<file path="src/rtl/priority_encoder.sv">
// -----------------------------------------------------------------------------
// priority_encoder
//   Registered MSB-first priority encoder. Picks the highest set bit of the
//   request vector and reports its index, a one-hot mask of it, and a valid
//   flag. All three outputs are registered and update together on an enabled
//   rising clock edge, one cycle after the request vector is sampled.
//
// Parameters
//   WIDTH   request vector width (>= 2)
//   IDX_W   index width, derived as $clog2(WIDTH)
//
// Ports
//   clk     in   1      rising-edge clock
//   rst     in   1      asynchronous, active-high reset (clears all outputs)
//   en      in   1      capture enable; low holds all outputs
//   in      in   WIDTH  request vector, bit WIDTH-1 has highest priority
//   out     out  IDX_W  index of the highest set bit of the sampled vector
//   onehot  out  WIDTH  one-hot mask of the winning bit, all-zero if none
//   valid   out  1      high when the sampled vector had any bit set
// -----------------------------------------------------------------------------
module priority_encoder #(
    parameter  int WIDTH = 4,
    localparam int IDX_W = $clog2(WIDTH)
) (
    input  logic             clk,
    input  logic             rst,
    input  logic             en,
    input  logic [WIDTH-1:0] in,
    output logic [IDX_W-1:0] out,
    output logic [WIDTH-1:0] onehot,
    output logic             valid
);

    // Combinational encode results
    logic [IDX_W-1:0] enc_idx_s;
    logic [WIDTH-1:0] enc_onehot_s;
    logic             enc_hit_s;

    // Next-state values for the output registers
    logic [IDX_W-1:0] out_d;
    logic [WIDTH-1:0] onehot_d;
    logic             valid_d;

    // Output registers
    logic [IDX_W-1:0] out_q;
    logic [WIDTH-1:0] onehot_q;
    logic             valid_q;

    // Generic MSB-first encode: scanning upward, a later (higher) set bit
    // overwrites any earlier one, so the highest set bit wins.
    always_comb begin
        enc_idx_s = {IDX_W{1'b0}};
        enc_hit_s = 1'b0;
        for (int i = 0; i < WIDTH; i++) begin
            if (in[i]) begin
                enc_idx_s = IDX_W'(i);
                enc_hit_s = 1'b1;
            end else begin
                enc_idx_s = enc_idx_s;
                enc_hit_s = enc_hit_s;
            end
        end
    end

    // One-hot mask derived from the winning index; forced to zero when no bit
    // is set so it can never disagree with valid.
    always_comb begin
        enc_onehot_s = {WIDTH{1'b0}};
        if (enc_hit_s) begin
            enc_onehot_s = {{(WIDTH-1){1'b0}}, 1'b1} << enc_idx_s;
        end else begin
            enc_onehot_s = {WIDTH{1'b0}};
        end
    end

    // Capture a new encode result only when enabled, otherwise hold.
    always_comb begin
        out_d    = out_q;
        onehot_d = onehot_q;
        valid_d  = valid_q;
        if (en) begin
            out_d    = enc_idx_s;
            onehot_d = enc_onehot_s;
            valid_d  = enc_hit_s;
        end else begin
            out_d    = out_q;
            onehot_d = onehot_q;
            valid_d  = valid_q;
        end
    end

    // Output registers with asynchronous clear.
    always_ff @(posedge clk or posedge rst) begin
        if (rst) begin
            out_q    <= {IDX_W{1'b0}};
            onehot_q <= {WIDTH{1'b0}};
            valid_q  <= 1'b0;
        end else begin
            out_q    <= out_d;
            onehot_q <= onehot_d;
            valid_q  <= valid_d;
        end
    end

    assign out    = out_q;
    assign onehot = onehot_q;
    assign valid  = valid_q;

endmodule

</file>
<file path="config.mk">
export PLATFORM = sky130hd
export DESIGN_NAME = priority_encoder
export DESIGN_NICKNAME = d
export VERILOG_FILES = /design/src/rtl/priority_encoder.sv
export SDC_FILE = /design/constraint.sdc
export NUM_CORES = 1
export LEC_CHECK = 0
export BUFFER_PORTS_ARGS = -buffer_cell sky130_fd_sc_hd__buf_2
export CORE_AREA = 5 5 42 44
export CTS_CLUSTER_DIAMETER = 50
export CTS_CLUSTER_SIZE = 10
export DETAILED_ROUTE_END_ITERATION = 7
export DIE_AREA = 0 0 47 49
export PLACE_DENSITY_LB_ADDON = 0.25
export SETUP_SLACK_MARGIN = 0.5
export SKIP_LAST_GASP = 1
export SLEW_MARGIN = 30
export SYNTH_ARGS = -nofsm -noshare
export SYNTH_HDL_FRONTEND = slang
export SYNTH_SLANG_ARGS = --single-unit
</file>
<file path="constraint.sdc">
create_clock -name clk -period 1.5 [get_ports clk]
set_input_delay 0.15 -clock clk [delete_from_list [all_inputs] [get_ports clk]]
set_output_delay 0.15 -clock clk [all_outputs]
set_load 0.005 [all_outputs]
</file>
==> results of run 1 <==
[final cells by class]
class                   instances  area share
clock buffers                   4      0.0631
multi-input cells              17       0.261
repair buffers                 14       0.180
inverters                       3      0.0270
flip-flops and latches          7       0.420
well taps                      16      0.0480
[worst register-to-register path, delay by kind of cell, from the launching register on]
kind | cells | cell delay (ps)
AOI/OAI and AO/OA | 1 | 210
DFF | 1 | 370
and+or+nand+nor | 1 | 130
[repair_timing]
item	CTS	global route
setup buffers	0	0
hold endpoints to repair	7	0
hold buffers	1	0
[Yosys cell counts]
cell and number:
sky130_fd_sc_hd__o22ai_1 1, sky130_fd_sc_hd__dfrtp_1 7, sky130_fd_sc_hd__nand2_1 1, sky130_fd_sc_hd__nor2b_1 1, sky130_fd_sc_hd__inv_1 3, sky130_fd_sc_hd__nand2_2 1
sky130_fd_sc_hd__nand2b_1 2, sky130_fd_sc_hd__nor4_1 1, sky130_fd_sc_hd__mux2_2 1, sky130_fd_sc_hd__o41ai_2 1, sky130_fd_sc_hd__a31oi_1 1, sky130_fd_sc_hd__buf_6 1
sky130_fd_sc_hd__a21oi_1 2, sky130_fd_sc_hd__nor2_1 4, sky130_fd_sc_hd__a31o_2 1
[flip-flops by register name, indices dropped and copies added (netlist names)]
register and cells:
onehot 4, out 2, valid 1
[metrics by stage]
stage	total power (W)	utilization
2_1_floorplan	0.000239	-
3_3_place_gp	0.000267	0.271
3_5_place_dp	0.000268	0.271
4_1_cts	0.000438	0.297
5_1_grt	0.000464	0.297
6_report	0.000428	0.297
[worst max-delay path by stage]
stage | start | to | slack, ps | depth (start not counted)
detailed placement | en | onehot[3] | 650 | 2
floorplan | onehot[1] | onehot[1] | 700 | 2
finish | onehot[0] | onehot[0] | 600 | 1
global route | onehot[0] | onehot[0] | 560 | 1
CTS | valid | valid | 590 | 1
global placement | en | onehot[3] | 660 | 2
[cell families after synthesis]
logic type,count (synthesis),synth area share
and+or+nand+nor,10,0.163
DFF,7,0.571
AOI/OAI and AO/OA,6,0.155
buffers and inverters,4,0.0735
muxes,1,0.0367
[per-layer routing]
| metal | share of wire | GRT usage | wire [um] |
|---|---|---|---|
| met1 | 0.43 | 0.0880 | 277 |
| met2 | 0.46 | 0.0995 | 292 |
| met3 | 0.11 | 0.0590 | 70 |
| met4 | 0 | 0.0138 | 0 |
| met5 | 0 | 0 | 0 |
[placed cells by master (no fill, tap or decap), drive strengths merged, types with 2 or more instances in the layout]
master,n
buf,13
clkbuf,4
dfrtp,7
inv,3
nor2,4
a21oi,2
nand2b,2
nand2,2
[power breakdown]
part / total [W] / switching, W / internal, W
sequential: 0.000208 / 0.00000577 / 0.000202
clock: 0.000163 / 0.0000624 / 0.000101
combinational: 0.0000570 / 0.0000296 / 0.0000274
==> results.json, run 1 <==
{
  "initial_utilization": 0.219,
  "place.detailed.instances": 56,
  "ys.warnings.count": 0,
  "tns_ps": 0,
  "vias_per_cell": 4.08,
  "grt_pass1_vias": 287,
  "path_cells": "buf_2",
  "mappedNetlistNets": 35,
  "finalHoldViolations": 0,
  "cts.repair.resized": 0,
  "ir_worst_vdd_v": 0.000575,
  "top_area_cells_in_the_synthesized_netlist": "sky130_fd_sc_hd__dfrtp_1 57%, sky130_fd_sc_hd__o41ai_2 5.3%, sky130_fd_sc_hd__nor2_1 4.9%, sky130_fd_sc_hd__nand2b_1 4.1%, sky130_fd_sc_hd__buf_6 3.7%",
  "worstReg2RegEnd": "onehot[1]",
  "layout.cell_area.non_filler_um2": 417,
  "fp.dieH_um": 49,
  "fillers": 168,
  "antenna_cells_inserted": 0,
  "cts-root-buf": "sky130_fd_sc_hd__clkbuf_4",
  "syn_to_final_growth_pct": 35.9,
  "wire_per_inst_um": 10.5,
  "ctsHtreeMaxLevel": 1,
  "critical_path.max_stage_delay_ps": 380,
  "hold_path_depth": 2,
  "clk_pin_slew_ps": 50,
  "worst_path_max_delay_cell": "sky130_fd_sc_hd__dfrtp_1",
  "worst_slack_ps": 599,
  "unrepaired_setup_endpoints_after_global_routing": "false",
  "count_of_routing_violations_after_the_opening_detailed_route_iteration": 0,
  "synth_top_area_frac": 0.571,
  "clkSinkCount": 7,
  "cp-start-kind": "flip-flop",
  "preCtsSetupSlack_ps": 654,
  "slew_headroom": 0.826,
  "gpl.final_weighted_congestion": 0.698,
  "antenna_found_initial": 0,
  "critPathArrivalTime_ps": 750,
  "syn-mean-instance-area_um2": 10.9,
  "final_layout_size_suffix_gt1_frac": 0.444,
  "globalRouteTotalUtil": 0.0724,
  "finalCritPeriodShare": 0.601,
  "timing.fmax_ghz": 1.11,
  "core_region_area_um2": 1400,
  "num_vias": 249,
  "detail_route.first_pass.iterations": 1,
  "die_ar_um2": 2300,
  "synth_sequential_area_ratio": 0.571,
  "number_of_port_buffers": 13,
  "worst_r2r_startpoint": "onehot[1]",
  "die_w_um": 47,
  "critical_path.top_delay_family": "flip-flops",
  "synth_cell_type_count": 15,
  "required_time_of_the_critical_path_ps": 1350,
  "multiInputGateArea_um2": 109,
  "seq_area_um2": 175,
  "final_max_slew_viol_count": 0,
  "setup_viol_count_final": 0,
  "fin_hold_ws_ps": 159,
  "clk_path_buf_depth": 2,
  "worst-r2r-setup-slack_ps": 690,
  "final.setup_skew_ps": 0,
  "shortest_clock_period_the_worst_path_allows_after_layout_ps": 901,
  "power_leakage_nw": 0.205,
  "maxCapViolCount": 0,
  "final_cell_count_no_fill": 61,
  "cell_pwr_density_nw_per_um2": 1030,
  "cts_made_buffers": 3,
  "worst_hold_startpoint": "in[1]",
  "fin_nets": 53,
  "synth_largest_area_cell": "sky130_fd_sc_hd__dfrtp_1",
  "detail_route.drc_violations": 0,
  "placed_cell_area_um2": 380,
  "reg2regPathDepth": 2,
  "tightestPinTransition_ps": 261,
  "worst-path-max-fanout": 2,
  "synth.ff_latch_count": 7,
  "rows": 14,
  "synthesis.instances": 28,
  "boundaryPins": 14,
  "post_synth_instance_area_um2": 307,
  "routed_wl_um": 640,
  "tritoncts": "built",
  "clkLatencyLatePin_ps": 240,
  "timing.critical_path.to_type": "output port",
  "critical_path_class": "flip-flop to output port",
  "status": "completed",
  "drtAntennaViolNets": 0,
  "globalRouteOverflowTotal": 0,
  "pin_count_of_the_biggest_net_entering_global_routing": 14,
  "critical_path.n_buffers_inverters": 1,
  "grt_first_pass_wirelength_mm": 1.19,
  "hp-class": "input pin to flip-flop",
  "hold_end": "onehot[0]"
}
Power figures use the tool's default switching activity.
==> inputs of run 2 (changes only) <==
ABC_AREA = 1   (was unset)
clock period = 0.91 ns   (was 1.5 ns; I/O delays follow)
==> results.json, run 2 <==
{
  "switching_share": 0.247,
  "core_region_area_um2": 1400,
  "required_time_of_the_critical_path_ps": 820,
  "synth-edff-count": 0,
  "comb_power_share": 0.171,
  "final_max_slew_viol_count": 0,
  "fin_hold_ws_ps": -235,
  "synth.ff_latch_count": 7,
  "tightestPinTransition_ps": 284,
  "globalRouteOverflowTotal": 0,
  "final.setup_skew_ps": 0,
  "detail_route.first_pass.iterations": 4,
  "clk_path_buf_depth": 2,
  "cp-start-kind": "flip-flop",
  "critical_path.max_stage_delay_ps": 400,
  "cts_made_buffers": 3,
  "synth_top_area_frac": 0.619,
  "vias_per_cell": 3.96,
  "async_flop_share": 1.00,
  "hp-class": "input pin to async pin",
  "worst_slack_ps": 40.3,
  "power_report.internal_total_w": 0.000572,
  "power_leakage_nw": 0.269,
  "preCtsSetupSlack_ps": 252,
  "synth_cell_type_count": 9,
  "number_of_port_buffers": 13,
  "boundaryPins": 14,
  "cell_pwr_density_nw_per_um2": 1600,
  "num_vias": 289,
  "die_w_um": 47,
  "finalCritPeriodShare": 0.956,
  "final_layout_size_suffix_gt1_frac": 0.474,
  "timing.fmax_ghz": 1.15,
  "slew_headroom": 0.809,
  "ys.warnings.count": 0,
  "timing.critical_path.to_type": "output port",
  "pin_count_of_the_biggest_net_entering_global_routing": 8,
  "maxCapViolCount": 0,
  "shortest_clock_period_the_worst_path_allows_after_layout_ps": 870,
  "grt_pass1_vias": 301,
  "globalRouteTotalUtil": 0.0758,
  "clk_pin_slew_ps": 50,
  "synth_sequential_area_ratio": 0.619,
  "critPathArrivalTime_ps": 780,
  "unrepaired_setup_endpoints_after_global_routing": "true",
  "fp.dieH_um": 49,
  "initial_utilization": 0.202,
  "highest_count_cells_in_the_layout_ignoring_fill_and_taps": "13 x sky130_fd_sc_hd__buf_2, 7 x sky130_fd_sc_hd__nand2_1, 7 x sky130_fd_sc_hd__dfrtp_1",
  "gpl.final_weighted_congestion": 0.712,
  "largest_register_ff_count": 4,
  "dp_hpwl_um": 542,
  "fin_nets": 65,
  "critical_path.n_buffers_inverters": 1,
  "worst_path_max_delay_cell": "sky130_fd_sc_hd__dfrtp_1",
  "routed_wl_um": 737,
  "clkLatencyLatePin_ps": 250,
  "power_switching_w": 0.000188,
  "post_synth_instance_area_um2": 283,
  "ir_worst_vdd_v": 0.000635,
  "tritoncts": "built",
  "rows": 14,
  "grt_first_pass_wirelength_mm": 1.20,
  "syn-mean-instance-area_um2": 8.57,
  "status": "finished, violations left",
  "detail_route.drc_violations": 0,
  "critical_path_class": "flip-flop to output port",
  "die_ar_um2": 2300,
  "critical_path.top_delay_family": "flip-flops",
  "cts-root-buf": "sky130_fd_sc_hd__clkbuf_4",
  "wire_per_inst_um": 10.1,
  "netlist_top_cells_count": "9 x sky130_fd_sc_hd__nand2_1, 7 x sky130_fd_sc_hd__dfrtp_1, 6 x sky130_fd_sc_hd__inv_1, 4 x sky130_fd_sc_hd__nor2_1",
  "postSynth.topFlopCell": "sky130_fd_sc_hd__dfrtp_1",
  "synthesis.instances": 33,
  "count_of_routing_violations_after_the_opening_detailed_route_iteration": 1,
  "clk_network_pwr_share": 0.372,
  "path_cells": "buf_2",
  "pwr-share-seq": 0.457,
  "clkSinkCount": 7,
  "ctsHtreeMaxLevel": 1,
  "fillers": 155,
  "worst-path-max-fanout": 2,
  "top_area_cells_in_the_synthesized_netlist": "sky130_fd_sc_hd__dfrtp_1 62%, sky130_fd_sc_hd__nand2_1 12%, sky130_fd_sc_hd__inv_1 8.0%, sky130_fd_sc_hd__nor2_1 5.3%, sky130_fd_sc_hd__o21ai_0 3.5%",
  "synth_largest_area_cell": "sky130_fd_sc_hd__dfrtp_1",
  "antenna_found_initial": 0,
  "finalHoldViolations": 7,
  "yosysMostFrequentCell": "sky130_fd_sc_hd__nand2_1",
  "tns_ps": 0,
  "layout_commonest_cell": "sky130_fd_sc_hd__buf_2",
  "violated_checks": "negative hold slack",
  "setup_viol_count_final": 0,
  "drtAntennaViolNets": 0,
  "antenna_cells_inserted": 0,
  "mappedNetlistNets": 40,
  "syn_to_final_growth_pct": 68.1
}
==> run 2: cell types whose count changed after synthesis, moves of 2 or more <==
cell / change
sky130_fd_sc_hd__nand2_1: +8
sky130_fd_sc_hd__inv_1: +3
sky130_fd_sc_hd__nand2b_1: -2
sky130_fd_sc_hd__o21ai_0: +2
sky130_fd_sc_hd__o21ai_1: +2
==> run 2: final timing paths <==
path | startpoint | to | slack, ps | cells past startpoint
max | onehot[0] | onehot[0] | 40 | 1
min | rst | out[1] | -230 | 2
max reg2reg | onehot[0] | onehot[0] | 90 | 4
min reg2reg | out[0] | out[0] | 540 | 2
max in group asynchronous | rst | onehot[1] | 930 | 2
min in group clk | in[0] | valid | 110 | 3
==> run 2: logic make-up (layout without fill, tap and decap cells) <==
logic type	count (synthesis)	in the layout	synth area share
compound gates	5	5	0.0885
buf+inv	6	30	0.0796
flops	7	7	0.619
simple gates	15	15	0.212
==> run 2: per-stage QoR <==
stage / hold WS, ps / util / area (um^2) / power, W / instances
floorplan: -106 / - / 283 / 0.000389 / 33
global placement: 32.7 / 0.263 / 368 / 0.000441 / 62
detailed placement: 38.5 / 0.263 / 368 / 0.000440 / 62
CTS: -237 / 0.310 / 434 / 0.000758 / 71
global route: -212 / 0.339 / 475 / 0.000816 / 73
finish: -235 / 0.339 / 475 / 0.000760 / 73
==> run 2: routing by layer <==
layer | share of wire | track usage | routed length [um]
met1 | 0.40 | 0.0830 | 292
met5 | 0 | 0 | 0
met2 | 0.50 | 0.0995 | 366
met4 | 0.016 | 0.0691 | 12
met3 | 0.088 | 0.0406 | 65
==> run 2: area by class of cell <==
class	count	area, um^2	area share
sequential	7	175	0.368
inverter	6	22.5	0.0474
tap	16	20.0	0.0421
clock buffer	4	26.3	0.0553
multi-input combinational	20	103	0.216
timing repair buffer	20	129	0.271
==> run 2: power by group through the flow <==
stage / logic (W) / clock network [W] / registers (W)
floorplan: 0.0000348 / 0 / 0.000354
global placement: 0.0000877 / 0 / 0.000353
detailed placement: 0.0000884 / 0 / 0.000352
CTS: 0.000112 / 0.000301 / 0.000346
global route: 0.000147 / 0.000319 / 0.000350
finish: 0.000130 / 0.000283 / 0.000347
==> run 2: timing repair <==
action                     CTS  global route
resized for setup            1             7
setup buffers                5             2
hold endpoints to repair     7             7
setup endpoints to repair   14            14
